File: config.mk
export PLATFORM = sky130hd
export DESIGN_NAME = cdc_handshake_tx
export DESIGN_NICKNAME = d
export VERILOG_FILES = /design/src/rtl/cdc_handshake_tx.sv
export SDC_FILE = /design/constraint.sdc
export NUM_CORES = 1
export LEC_CHECK = 0
export CAP_MARGIN = 10
export CORE_UTILIZATION = 45
export CTS_CLUSTER_DIAMETER = 120
export DETAILED_ROUTE_END_ITERATION = 8
export PLACE_DENSITY = 0.83
export SYNTH_ARGS = -nofsm -noshare
export SYNTH_HDL_FRONTEND = slang
export SYNTH_SLANG_ARGS = --single-unit
File: constraint.sdc
create_clock -name clk -period 1.4 [get_ports clk]
set_input_delay 0.42 -clock clk [delete_from_list [all_inputs] [get_ports clk]]
set_output_delay 0.42 -clock clk [all_outputs]
set_load 0.02 [all_outputs]
File: src/rtl/cdc_handshake_tx.sv
// Source-side transmitter of a four-phase req/ack synchronizer: captures a local word,
// holds it on tx_data and runs one full req/ack handshake with the destination domain.
module cdc_handshake_tx #(
  parameter int DATA_W      = 8,
  parameter int SYNC_STAGES = 2,
  parameter int TIMEOUT_CYC = 1024
) (
  input  logic              clk,
  input  logic              rst,
  input  logic              in_valid,
  input  logic [DATA_W-1:0] in_data,
  output logic              in_ready,
  output logic [DATA_W-1:0] tx_data,
  output logic              tx_req,
  input  logic              tx_ack,
  output logic              busy,
  output logic [15:0]       xfer_cnt,
  output logic              timeout_err,
  input  logic              err_clr
);

  localparam int CNT_W = $clog2(TIMEOUT_CYC);
  localparam logic [CNT_W-1:0] CNT_MAX = CNT_W'(TIMEOUT_CYC - 1);
  localparam logic [CNT_W-1:0] CNT_PRE = CNT_W'(TIMEOUT_CYC - 2);

  typedef enum logic [1:0] {IDLE, REQ, DROP} state_t;

  state_t                 state;
  state_t                 state_next;
  logic [SYNC_STAGES-1:0] ack_sync;
  logic                   ack_s;
  logic [CNT_W-1:0]       phase_cnt;
  logic                   accept;
  logic                   done;
  logic                   moved;
  logic                   err_set;

  function automatic logic [CNT_W-1:0] sat_inc(input logic [CNT_W-1:0] v);
    return (v == CNT_MAX) ? v : v + CNT_W'(1);
  endfunction

  // ack synchronizer: only the last stage feeds logic
  always_ff @(posedge clk or negedge rst) begin
    if (!rst) ack_sync <= '0;
    else      ack_sync <= {ack_sync[SYNC_STAGES-2:0], tx_ack};
  end

  assign ack_s    = ack_sync[SYNC_STAGES-1];
  assign in_ready = (state == IDLE) && !ack_s;
  assign busy     = (state != IDLE);

  always_comb begin
    state_next = state;
    accept     = 1'b0;
    done       = 1'b0;
    case (state)
      IDLE: if (in_valid && in_ready) begin
        state_next = REQ;
        accept     = 1'b1;
      end
      REQ:  if (ack_s) state_next = DROP;
      DROP: if (!ack_s) begin
        state_next = IDLE;
        done       = 1'b1;
      end
      default: state_next = IDLE;
    endcase
  end

  assign moved = (state_next != state);
  // Fires on the edge where the phase count becomes TIMEOUT_CYC-1; saturation keeps it one-shot.
  assign err_set = busy && !moved && (phase_cnt == CNT_PRE);

  always_ff @(posedge clk or negedge rst) begin
    if (!rst) begin
      state       <= IDLE;
      tx_req      <= 1'b0;
      tx_data     <= '0;
      xfer_cnt    <= '0;
      timeout_err <= 1'b0;
      phase_cnt   <= '0;
    end else begin
      state <= state_next;
      if (accept) begin
        tx_req  <= 1'b1;
        tx_data <= in_data;
      end else if ((state == REQ) && ack_s) begin
        tx_req <= 1'b0;
      end
      if (done) xfer_cnt <= xfer_cnt + 16'd1;
      if (moved)     phase_cnt <= '0;
      else if (busy) phase_cnt <= sat_inc(phase_cnt);
      if (err_set)      timeout_err <= 1'b1;
      else if (err_clr) timeout_err <= 1'b0;
    end
  end

endmodule

==> results by group <==
Detailed routing
  • Number of remaining DRC errors: 0
  • Number of nets still failing antenna checks after routing: 0
  • Detailed Route WL: 5.82 mm
  • Count of vias placed by the detailed router: 1,766
  • Via/cell ratio: 5.52
  • DR pass1 iterations: 4
  • Number of violations reported at the end of detailed-routing iteration 0: 122
  • Average wire length per cell after detail routing: 18.2 um

Logic synthesis
  • Combined area of all synthesized cells: 1870 um2
  • Primary flip-flop cell chosen by synthesis mapping: sky130_fd_sc_hd__dfrtp_1
  • Fraction of synthesized cell area taken by the top area cell type: 53.6%
  • Adder and majority gate portion of the synthesized area: 2.01%
  • Post-Synthesis Net Count: 182
  • Async S/R FF share, synth: 100%
  • Cell type contributing the most total cell area after synthesis: sky130_fd_sc_hd__dfrtp_1
  • Count of cell types in the netlist: 38
  • Fraction of the yosys area taken by sequential cells: 53.6%
  • Flip-flop and latch count after synthesis: 40
  • Average cell area after synthesis: 11.2 um2
  • EDFF count, synth: 0
  • Simple-gate share of the synthesized area: 20.3%
  • Leading cell types by total area after synthesis: sky130_fd_sc_hd__dfrtp_1 54%, sky130_fd_sc_hd__xnor2_1 5.6%, sky130_fd_sc_hd__mux2_2 5.4%
  • Fraction of synthesized cell area in xor and xnor cells: 7.51%
  • Multiplexer share of the synthesized area: 5.97%
  • Most common cell in the netlist: sky130_fd_sc_hd__dfrtp_1
  • Top cell types by occurrence after synthesis: 40 x sky130_fd_sc_hd__dfrtp_1, 16 x sky130_fd_sc_hd__nor2_1, 13 x sky130_fd_sc_hd__nand2_1, 12 x sky130_fd_sc_hd__xnor2_1, 10 x sky130_fd_sc_hd__nand4_1
  • Synthesized-area fraction occupied by ao, oa, aoi and oai cells: 7.57%
  • Synthesis warning total: 0
  • Combinational family with the most area after synthesis: simple AND/OR/NAND/NOR gates
  • Post-synthesis instance total: 166

Die
  • Die width: 66.4 um
  • Area of the core: 4000 um2
  • Die Outline Area: 4410 um2
  • Chip height: 66.4 um
  • Effective utilization at floorplan: 46.7%
  • I/O pin count: 41
  • Number of rows in the core area: 23

Power and ir drop
  • Share of power burned in combinational logic: 33.5%
  • Peak supply drop: 0.00113 V
  • Psw: 0.00114 W
  • LEAKAGE: 1.50 nW
  • Int Pwr: 0.00257 W
  • Switching fraction of total power: 30.6%
  • Part of the total power dissipated in the clock network: 28.0%
  • Reg power frac: 38.5%
  • Cell area power density: 1190 nW/um2

Cells and area
  • Non-filler instance count after layout: 320
  • Fraction of layout cells with a size suffix above 1: 54.1%
  • Fillers: 230
  • Area grow syn2layout: 66.6%
  • N_diodes: 0
  • Nets: 285

Clocking
  • Maximum count of clock buffers along a single path: 2
  • Clock edge transition at the registers on the reported setup and hold paths: 0.08 ns
  • Clock Root Buffer: sky130_fd_sc_hd__clkbuf_8
  • CTS hold repair buffers: 0
  • Number of buffers created by CTS: 5
  • Number of H-tree levels: 2
  • TritonCTS clock tree: done
  • Clk_lat worst skew: 0.30 ns
  • TritonCTS sink count: 40

Timing
  • Setup TNS: -3.28 ns
  • Max Transition Viols Final: 0
  • Count of final setup violators: 33
  • Worst setup slack after layout: -0.205 ns
  • Endpoints failing hold: 0
  • Final clock skew: 0.00641 ns
  • RSZ-0062 raised after global routing: yes
  • Tightest hold margin: 0.0697 ns
  • Worst-case headroom to the max-slew limit: 79.0%
  • Maximum operating frequency: 623 MHz
  • Period utilization: 115%
  • Slew at the pin with the worst max-slew slack: 0.312 ns
  • Minimum clock period after layout: 1.61 ns

Global routing
  • Wire length of the first global-routing pass: 7.09 mm
  • Maximum number of pins on one net before global-route repair: 41
  • Vias in the first global route: 1,539
  • Initial antenna violation count: 0
  • Overall Global Routing Usage: 22.3%
  • Global route overflow: 0

Critical path
  • Data arrival time of the worst path: 1.83 ns
  • Worst path required time: 1.62 ns
  • Startpoint class of the critical path: flip-flop
  • Critical path peak fanout: 6
  • Critical Path Sink Type: flip-flop
  • Path type of the worst setup path: flip-flop to flip-flop

Run status
  • Violated checks: setup timing
  • Run status: finished with violations

Placement
  • Placed Instances: 288
  • Routability congestion estimate: 0.832
  • Count of buffers from port buffering: 40
  • HPWL after detailed placement: 2.88 mm

Job
  • Number of max-cap violations: 0

Worst hold path
  • Path class of the lowest-slack min-delay path: primary input to async pin
-- worst max-delay path: stages, from the launching register on --
cell and delay [ns]:
sky130_fd_sc_hd__dfrtp_1 0.42, sky130_fd_sc_hd__buf_6 0.16, sky130_fd_sc_hd__nor3b_4 0.26, sky130_fd_sc_hd__nand4_1 0.28, sky130_fd_sc_hd__nor2_1 0.24, sky130_fd_sc_hd__xor2_1 0.17
-- power by group through the flow --
stage	logic, W	registers, W	clock network [W]
finish	0.00124	0.00143	0.00104
global route	0.00131	0.00145	0.00109
CTS	0.00107	0.00141	0.00105
detailed placement	0.00102	0.00143	0
global placement	0.000985	0.00142	0
floorplan	0.000310	0.00158	0
-- metal layers --
layer / global-route usage [%] / share of wire, % / vias up
met5: 0 / 0 / -
met4: 10.1 / 4.5 / 0
met3: 5.17 / 4.7 / 28
met2: 36.9 / 52 / 91
met1: 27.5 / 38 / 859
li1: - / - / 788
-- layout by cell type, fill, tap and decap left out, drive strengths merged, types with 7 or more instances in the layout --
cell type,instances
buf,70
clkbuf,19
clkdlybuf4s15,7
clkdlybuf4s50,10
dfrtp,40
mux2,9
nand2,13
nand4,10
nor2,18
o21ai,9
xnor2,12
-- flip-flops by register name, indices dropped and copies added, names as in the netlist --
signal / flops
phase_cnt: 10
tx_req: 1
xfer_cnt: 16
state: 2
timeout_err: 1
tx_data: 8
ack_sync: 2
-- worst paths after layout --
kind / cells after the start / to / startpoint / slack, ns
min in group clk: 0 / ack_sync[1] / ack_sync[0] / 0.35
worst min-delay path: 2 / xfer_cnt[11] / rst / 0.07
max in group asynchronous: 2 / phase_cnt[1] / rst / 1.10
worst max-delay path: 5 / xfer_cnt[10] / state[0] / -0.21
worst min register to register: 0 / ack_sync[1] / ack_sync[0] / 0.35
worst max register to register: 5 / xfer_cnt[10] / state[0] / -0.21
-- cells by family (layout without fill, tap and decap cells) --
kind of cell               after synthesis  after routing
AOI/OAI and AO/OA                       23             23
xor gates and xnor gates                16             16
adders and majority gates                3              3
buffers and inverters                    8            112
DFF                                     40             40
muxes                                   10             10
and+or+nand+nor                         66             66
-- cell type report --
| cell class | instances | area, um2 | area share (%) |
|---|---|---|---|
| multi-input cells | 118 | 1040 | 33.4 |
| flip-flops and latches | 40 | 1000 | 32.3 |
| repair buffers | 100 | 855 | 27.5 |
| clock buffers | 7 | 96.3 | 3.10 |
| well taps | 50 | 62.6 | 2.01 |
| clock inverters | 1 | 30.0 | 0.966 |
| inverters | 4 | 25.0 | 0.805 |
-- metrics by stage --
stage | util, % | power, W | setup WS (ns) | instance area [um2]
after CTS | 72.3 | 0.00354 | -0.189 | 2890
after detailed placement | 64.5 | 0.00244 | -0.408 | 2580
after global routing | 77.7 | 0.00385 | -0.328 | 3110
after global placement | 64.5 | 0.00241 | -0.357 | 2580
after floorplan | - | 0.00189 | -0.0475 | 1880
final | 77.7 | 0.00371 | -0.205 | 3110
-- what timing repair did --
item | 4_1_cts | 5_1_grt
setup buffers | 7 | 19
hold endpoints to repair | 0 | 0
pin swaps | 12 | 33
resized for setup | 106 | 64
endpoints found under the setup margin | 54 | 55
Note: power is estimated with default switching activity, not from simulation.
